**src/rtl/pipe_hazard_ctrl_pkg.sv**
```systemverilog
// Shared types for the pipeline hazard controller.
// State encoding and register-index width.
package pipe_hazard_ctrl_pkg;

  localparam int REG_W = 4;

  typedef enum logic [1:0] {
    RUN      = 2'd0,
    MEM_WAIT = 2'd1,
    FAULT    = 2'd2
  } state_e;

endpackage

```
**src/rtl/pipe_hazard_ctrl_sat_counter.sv**
```systemverilog
// Saturating up-counter used for pipeline
// stall and flush statistics.
module sat_counter #(
  parameter int W = 16
) (
  input  logic         clk,
  input  logic         rst_n,
  input  logic         inc,
  output logic [W-1:0] cnt
);

  logic [W-1:0] r_cnt;

  always_ff @(posedge clk or negedge rst_n) begin
    if (!rst_n) begin
      r_cnt <= '0;
    end else if (inc && (r_cnt != '1)) begin
      r_cnt <= r_cnt + W'(1);
    end
  end

  assign cnt = r_cnt;

endmodule

```
**src/rtl/pipe_hazard_ctrl.sv**
```systemverilog
// Stall/flush sequencer for the 5-stage pipeline:
// RAW interlocks, branch flush and memory-wait hold.
module pipe_hazard_ctrl
  import pipe_hazard_ctrl_pkg::*;
#(
  parameter int TIMEOUT_CYC = 255,
  parameter int CNT_W       = 16
) (
  input  logic             clk,
  input  logic             rst_n,
  input  logic             en_forwarding,
  input  logic [REG_W-1:0] ID_src1,
  input  logic [REG_W-1:0] ID_src2,
  input  logic             ID_two_src,
  input  logic             ID_valid,
  input  logic [REG_W-1:0] EXE_dst,
  input  logic             EXE_wb_en,
  input  logic             EXE_mem_read,
  input  logic [REG_W-1:0] MEM_dst,
  input  logic             MEM_wb_en,
  input  logic             branch_taken,
  input  logic             mem_req,
  input  logic             mem_ready,
  output logic             freeze_IF,
  output logic             freeze_ID,
  output logic             bubble_EXE,
  output logic             flush_IF_ID,
  output logic             freeze_pipe,
  output logic             mem_timeout,
  output logic [CNT_W-1:0] stall_cnt,
  output logic [CNT_W-1:0] flush_cnt
);

  localparam int WCW =
    (TIMEOUT_CYC > 1) ? $clog2(TIMEOUT_CYC) : 1;
  localparam bit TO_EN = (TIMEOUT_CYC != 0);
  localparam logic [WCW-1:0] WLAST =
    WCW'(TIMEOUT_CYC - 1);

  state_e         r_state;
  state_e         w_next;
  logic [WCW-1:0] r_wait_cnt;
  logic           r_timeout;
  logic           w_frz;

  logic w_m1e, w_m2e, w_m1m, w_m2m;
  logic w_exe_hit, w_mem_hit, w_raw;

  assign w_m1e = ID_valid && (EXE_dst == ID_src1);
  assign w_m2e = ID_valid && ID_two_src
              && (EXE_dst == ID_src2);
  assign w_m1m = ID_valid && (MEM_dst == ID_src1);
  assign w_m2m = ID_valid && ID_two_src
              && (MEM_dst == ID_src2);

  assign w_exe_hit = EXE_wb_en && (w_m1e || w_m2e);
  assign w_mem_hit = MEM_wb_en && (w_m1m || w_m2m);

  // With forwarding only a load result is too late
  assign w_raw = en_forwarding
               ? (w_exe_hit && EXE_mem_read)
               : (w_exe_hit || w_mem_hit);

  always_comb begin
    w_next = r_state;
    w_frz  = 1'b0;
    unique case (r_state)
      RUN: begin
        if (mem_req && !mem_ready) begin
          w_next = MEM_WAIT;
          w_frz  = 1'b1;
        end
      end
      MEM_WAIT: begin
        if (mem_ready) begin
          w_next = RUN;
        end else begin
          w_frz = 1'b1;
          if (TO_EN && (r_wait_cnt == WLAST)) begin
            w_next = FAULT;
          end
        end
      end
      FAULT: begin
        w_frz = 1'b1;
      end
      default: begin
        w_next = RUN;
      end
    endcase
  end

  always_ff @(posedge clk or negedge rst_n) begin
    if (!rst_n) begin
      r_state    <= RUN;
      r_wait_cnt <= '0;
      r_timeout  <= 1'b0;
    end else begin
      r_state <= w_next;
      if (w_next != MEM_WAIT) begin
        r_wait_cnt <= '0;
      end else if (r_state == MEM_WAIT) begin
        r_wait_cnt <= r_wait_cnt + WCW'(1);
      end
      if (w_next == FAULT) begin
        r_timeout <= 1'b1;
      end
    end
  end

  // A frozen EXE keeps any taken branch for after release
  always_comb begin
    freeze_IF   = 1'b0;
    freeze_ID   = 1'b0;
    bubble_EXE  = 1'b0;
    flush_IF_ID = 1'b0;
    freeze_pipe = 1'b0;
    if (rst_n) begin
      if (w_frz) begin
        freeze_pipe = 1'b1;
      end else if (branch_taken) begin
        flush_IF_ID = 1'b1;
        bubble_EXE  = 1'b1;
      end else if (w_raw) begin
        freeze_IF  = 1'b1;
        freeze_ID  = 1'b1;
        bubble_EXE = 1'b1;
      end
    end
  end

  assign mem_timeout = r_timeout;

  sat_counter #(.W(CNT_W)) u_stall_cnt (
    .clk   (clk),
    .rst_n (rst_n),
    .inc   (freeze_IF || freeze_pipe),
    .cnt   (stall_cnt)
  );

  sat_counter #(.W(CNT_W)) u_flush_cnt (
    .clk   (clk),
    .rst_n (rst_n),
    .inc   (flush_IF_ID),
    .cnt   (flush_cnt)
  );

endmodule

```
**config.mk**
```make
export PLATFORM = sky130hd
export DESIGN_NAME = pipe_hazard_ctrl
export DESIGN_NICKNAME = d
export VERILOG_FILES = /design/src/rtl/pipe_hazard_ctrl_pkg.sv /design/src/rtl/pipe_hazard_ctrl_sat_counter.sv /design/src/rtl/pipe_hazard_ctrl.sv
export SDC_FILE = /design/constraint.sdc
export NUM_CORES = 1
export LEC_CHECK = 0
export CAP_MARGIN = 20
export CORE_MARGIN = 2
export CORE_UTILIZATION = 50
export CTS_BUF_LIST = sky130_fd_sc_hd__clkbuf_8
export CTS_CLUSTER_DIAMETER = 80
export CTS_CLUSTER_SIZE = 8
export DETAILED_ROUTE_END_ITERATION = 7
export GPL_TIMING_DRIVEN = 0
export PLACE_DENSITY_LB_ADDON = 0.08
export SETUP_SLACK_MARGIN = 0.3
export SYNTH_ARGS = -nofsm -noshare
export SYNTH_HDL_FRONTEND = slang
export SYNTH_SLANG_ARGS = --single-unit
```
**constraint.sdc**
```tcl
create_clock -name clk -period 2.12 [get_ports clk]
set_input_delay 0.212 -clock clk [delete_from_list [all_inputs] [get_ports clk]]
set_output_delay 0.212 -clock clk [all_outputs]
set_load 0.01 [all_outputs]
```
==> results of run 1 <==
## worst min-delay path by stage
stage | startpoint | endpoint | depth (start not counted)
4_1_cts | mem_timeout | mem_timeout | 1
6_report | rst_n | r_wait_cnt[0] | 3
5_1_grt | rst_n | r_wait_cnt[0] | 3
2_1_floorplan | rst_n | mem_timeout | 0
3_3_place_gp | mem_timeout | mem_timeout | 1
3_5_place_dp | rst_n | r_wait_cnt[7] | 1
## synth_stat cells (2+ instances only)
library cell	instances
nand2_1	24
a211oi_1	2
xor2_1	9
nand3_1	13
nand2b_1	3
or3_1	2
mux2_2	7
o21ai_0	6
nor2_1	20
or2_2	3
inv_1	5
nor3_1	2
dfrtp_1	43
nand4_1	9
o2111ai_1	6
a211oi_4	2
xnor2_1	36
ha_1	4
clkbuf_1	3
o211ai_1	4
and3_1	7
## timing repair
item                                    in CTS  in global routing
pin swaps                                   21                 23
endpoints found under the setup margin      32                 31
resized for setup                           93                 39
hold buffers                                 2                  0
buffers inserted                            18                  9
endpoints found under the hold margin       20                  0
## worst register-to-register path, delay by kind of cell (launching register included)
family	cells	cell delay, ns
xor gates and xnor gates	1	0.12
DFF	1	0.40
and+or+nand+nor	6	1.29
## cells by family (layout without fill, tap and decap cells)
family | after synthesis | in the layout | synth area share [%]
AND/OR/NAND/NOR | 91 | 91 | 20.02
XOR/XNOR | 45 | 45 | 16.77
flip-flops | 43 | 43 | 45.79
AO/OA/AOI/OAI | 27 | 27 | 9.212
buffers and inverters | 10 | 113 | 2.077
multiplexers | 8 | 8 | 3.994
adder cells (fa/ha/maj) | 4 | 4 | 2.130
## final cells by class
class,count,share of cell area (%)
multi-input cells,175,40.95
clock buffers,6,2.221
well taps,52,1.750
flip-flops and latches,43,29.04
inverters,5,0.5047
repair buffers,95,23.89
clock inverters,2,0.4374
plain buffers,5,1.211
## power by group through the flow
stage / logic, mW / clock network, mW / registers (mW)
after floorplan: 0.222 / 0 / 1.10
after global placement: 0.571 / 0 / 1.08
after detailed placement: 0.587 / 0 / 1.08
after CTS: 0.640 / 0.581 / 1.06
after global routing: 0.739 / 0.618 / 1.08
final: 0.679 / 0.573 / 1.06
## through the flow
stage | std cells | TNS, ns | setup slack, ns | utilization (%) | total power, mW
global route | 383 | 0 | 0.08856 | 83.67 | 2.440
finish | 383 | 0 | 0.1195 | 83.67 | 2.315
global placement | 344 | -75.36 | -2.081 | 69.28 | 1.647
detailed placement | 345 | -7.384 | -0.7609 | 69.62 | 1.670
CTS | 373 | 0 | 0.2028 | 77.31 | 2.280
floorplan | 228 | 0 | 0.2087 | - | 1.326
## layer usage
layer | vias to the layer above | track usage, % | share of wire [%]
met5 | - | 0 | 0
met4 | 0 | 7.202 | 1.8
met3 | 14 | 5.417 | 4.5
met2 | 61 | 39.60 | 53
met1 | 1049 | 27.64 | 41
li1 | 1006 | - | -
## state kept, by name (all words and copies together) (netlist names)
name and cells:
u_flush_cnt.cnt 16, u_stall_cnt.cnt 16, r_wait_cnt 8, r_state 2
mem_timeout 1
==> impl_metrics.ini, run 1 <==
[timing]
fin_skew_ns = 0.009304
hold_violations = 0
drv_slew = 0
period_share_pct = 94.36
rsz0062_at_grt = yes
fin_hold_ws_ns = 0.3961
fmax_mhz = 499.9
tightest_slew_ns = 0.9045
period_minus_slack_ns = 2.001
setup_violations = 0
slew_headroom_pct = 39.50

[power_and_ir_drop]
internal_power_mw = 1.580
p_leak_nw = 1.578
p_sw_uw = 735.0
p_clk_share_pct = 24.7
max-vdd-ir-drop_mv = 0.5390
sw_frac_of_total_pct = 31.75
seq_power_share_pct = 45.9
power_density_nw_per_um2 = 622.6
p_comb_share_pct = 29.3

[detailed_routing]
wl_per_cell_um = 16.25
drc = 0
dr_total_vias = 2130
vias_per_cell = 5.561
wl_mm = 6.224
final_antenna_net_count = 0
drtPass1Iterations = 4
drt_iter0_markers = 66

[cts]
cts.clk_slew.worst_paths_ns = 0.09
clk_latency_ns = 0.30
clock-sinks = 43
htree_levels = 2
cts_made_buffers = 5
cts_buffer_depth = 2
cts-root-buf = clkbuf_8
cts_tree = done

[global_route]
grt_usage_pct = 22.71
grt_pass1_wl_mm = 9.246
gr-total-overflow = 0
grt_pass1_vias = 2050
grt_start_max_net_pins = 24
antenna_found_initial = 0

[worst_setup_path]
r2r_cells = 7
worstReg2RegEnd = u_flush_cnt.cnt[12]
worst_path_max_delay_cell = a211oi_4
crit_path_frequent_cell = buf_6
cp_top_family = buffers and inverters
crit_path_start_kind = primary input
critPathRequiredTime_ns = 1.91
worstPathArrival_ns = 1.79
worstSetupPathDepth = 9
slowest_delay_ns = 0.29
worstSetupStartpoint = ID_src1[2]
crit_end = freeze_IF
end_kind = output port
r2r_start = u_flush_cnt.cnt[11]
path_class = in2out
crit_fanout = 4
regToRegSetupSlack_ns = 0.20
path_buf_inv = 4
path_cells = dlygate4sd2_1, xnor2_1, and4b_1, nand4_1, o21a_1, a211oi_4, buf_6, buf_6, buf_6

[die]
pin_count = 65
initial_core_util_pct = 52.87
coreArea_um2 = 4444
die_h_um = 72.55
row_count = 24
die_x_um = 72.55
die_area_um2 = 5264

[layout]
areaGrowthSynthToFinish_pct = 58.25
final_common_cell = dfrtp_1
seqCellArea_um2 = 1080
layout_common_cells = 40 x dfrtp_1, 36 x clkdlybuf4s50_1, 28 x xnor2_1
drive_gt1_share_pct = 33.84
nFillCells = 271
design_area_um2 = 3719
fin_nets = 361
antennaDiodeCount = 0
multi_input_area_um2 = 1523

[yosys]
seq_area_frac_synth_pct = 45.79
synthArstFlopShare_pct = 100.0
post-synth-top-area-cell = dfrtp_1
synth_edf_count = 0
synth_top_cell_area_share_pct = 45.79
ys_types = 39
netlist_area_um2 = 2350
synth.avg_cell_area_um2 = 10.31
synth_fp_nets = 259
synth_top_flop_cell = dfrtp_1
yosysWarnings = 0
postSynthCellCount = 228
synth_area_leaders = dfrtp_1 46%, xnor2_1 13%, nand2_1 3.8%, mux2_2 3.4%, xor2_1 3.4%
yosys_register_bits = 43

[placed_design]
dpl_cell_area_um2 = 3094
place_congestion = 0.8105
port_buffers = 64
place_hpwl_mm = 3.903

[run_status]
status = finished, final reports clean

[run]
cap_violations = 0

[hold_path]
hold_class = in2async
Power figures use the tool's default switching activity.
==> run 2, diff against run 1 <==
--- a/config.mk
+++ b/config.mk
@@ -5,7 +5,7 @@
 export SDC_FILE = /design/constraint.sdc
 export NUM_CORES = 1
 export LEC_CHECK = 0
-export CAP_MARGIN = 20
+export CAP_MARGIN = 40
 export CORE_MARGIN = 2
 export CORE_UTILIZATION = 50
 export CTS_BUF_LIST = sky130_fd_sc_hd__clkbuf_8
==> run 2 against run 1 <==
Compared with the run above:
- sequential cell count stayed put
- setup slack worse by 0.0091 ns
- sequential share of layout area hardly changed
- sequential power hardly changed
- wire length is 0.61% higher
- largest cell class unchanged
- largest power group unchanged
- critical endpoint unchanged
- final cell count is 0.26% higher
- non-clock buffer count is 1 higher
==> impl_metrics.ini, run 2 (synthesis results as in run 1) <==
[run_status]
status = finished, final reports clean

[timing]
setup_violations = 0
slew_headroom_pct = 71.20
fmax_mhz = 497.6
hold_violations = 0
tightest_slew_ns = 0.4287
period_minus_slack_ns = 2.010
drv_slew = 0
period_share_pct = 94.79
fin_hold_ws_ns = 0.2838
rsz0062_at_grt = yes
fin_skew_ns = 0.008262

[layout]
fin_nets = 362
drive_gt1_share_pct = 34.04
antennaDiodeCount = 0
fin_cells = 384
areaGrowthSynthToFinish_pct = 58.47
post-route-util_pct = 83.78
layout_common_cells = 40 x dfrtp_1, 36 x clkdlybuf4s50_1, 28 x xnor2_1
final_common_cell = dfrtp_1
design_area_um2 = 3724

[placed_design]
dpl_cell_area_um2 = 3094
dp_cells = 345
port_buffers = 64
place_hpwl_mm = 3.903
place_congestion = 0.8105

[detailed_routing]
final_antenna_net_count = 0
drt_iter0_markers = 72
wl_mm = 6.262
vias_per_cell = 5.573
wl_per_cell_um = 16.31
dr_total_vias = 2140
drc = 0
drtPass1Iterations = 4

[worst_setup_path]
path_class = in2out
regToRegSetupSlack_ns = 0.20
crit_path_start_kind = primary input
end_kind = output port
r2r_cells = 7
crit_fanout = 4
worstReg2RegEnd = u_flush_cnt.cnt[12]
worstPathArrival_ns = 1.80
r2r_start = u_flush_cnt.cnt[11]
crit_end = freeze_IF
worstSetupStartpoint = ID_src1[2]
critPathRequiredTime_ns = 1.91

[cts]
cts-root-buf = clkbuf_8
cts_tree = done
clk_latency_ns = 0.30
htree_levels = 2
cts_made_buffers = 5
cts_buffer_depth = 2
clock-sinks = 43
cts.clk_slew.worst_paths_ns = 0.09

[global_route]
antenna_found_initial = 0
grt_pass1_wl_mm = 9.246
grt_pass1_vias = 2050
grt_start_max_net_pins = 24
gr-total-overflow = 0
grt_usage_pct = 22.71

[power_and_ir_drop]
p_leak_nw = 1.580
max-vdd-ir-drop_mv = 0.5380
power_density_nw_per_um2 = 622.4
total_power_mw = 2.317

[die]
row_count = 24
pin_count = 65
die_area_um2 = 5264
die_h_um = 72.55
die_x_um = 72.55
coreArea_um2 = 4444
initial_core_util_pct = 52.87

[run]
cap_violations = 0

[hold_path]
hold_class = in2async
run 2: cell count changes in the layout (fill, tap and decap cells not counted), sizes merged:
| cell | before | now |
|---|---|---|
| buf | 42 | 44 |
| clkbuf | 10 | 9 |
run 2: area by class of cell:
class / count / area [um^2]
plain buffers: 5 / 45.04
clock inverters: 2 / 16.27
clock buffers: 6 / 82.58
flip-flops and latches: 43 / 1080
repair buffers: 96 / 893.4
multi-input cells: 175 / 1523
inverters: 5 / 18.77
well taps: 52 / 65.06
fillers: 265 / 720.7
run 2: repair_timing:
item | in CTS | in global routing
endpoints found under the hold margin | 20 | 0
endpoints found under the setup margin | 32 | 31
setup buffers | 18 | 9
hold buffers | 2 | 0
cloned | 0 | 0
gates resized for setup | 93 | 39
pin swaps | 21 | 23
run 2: worst min path at each step:
stage	startpoint	end	slack [ns]	depth (start not counted)
6_report	rst_n	r_wait_cnt[7]	0.28	2
2_1_floorplan	rst_n	mem_timeout	-0.08	0
3_3_place_gp	mem_timeout	mem_timeout	0.46	1
3_5_place_dp	rst_n	r_wait_cnt[7]	0.21	1
5_1_grt	rst_n	r_wait_cnt[7]	0.29	2
4_1_cts	mem_timeout	mem_timeout	0.47	1
run 2: power by group:
part	total, mW	switching [mW]	internal (mW)
sequential	1.07	0.144	0.921
combinational	0.680	0.287	0.393
clock	0.572	0.306	0.266
total	2.32	0.737	1.58
run 2: worst max-delay path, stage by stage:
cell           delay [ns]
dlygate4sd2_1        0.26
xnor2_1              0.20
and4b_1              0.22
nand4_1              0.11
o21a_1               0.18
a211oi_4             0.29
buf_6                0.15
buf_6                0.09
buf_6                0.09
run 2: layer usage:
| layer | GRT usage, % | vias up | wire, um |
|---|---|---|---|
| met1 | 27.64 | 1064 | 2609 |
| met2 | 39.60 | 56 | 3294 |
| met4 | 7.202 | 0 | 108 |
| met5 | 0 | - | 0 |
| li1 | - | 1006 | - |
| met3 | 5.417 | 14 | 250 |
run 2: through the flow:
stage	setup slack, ns	TNS [ns]
after floorplan	0.2087	0
after global placement	-2.081	-75.36
after detailed placement	-0.7609	-7.384
after CTS	0.2028	0
after global routing	0.08894	0
final	0.1104	0
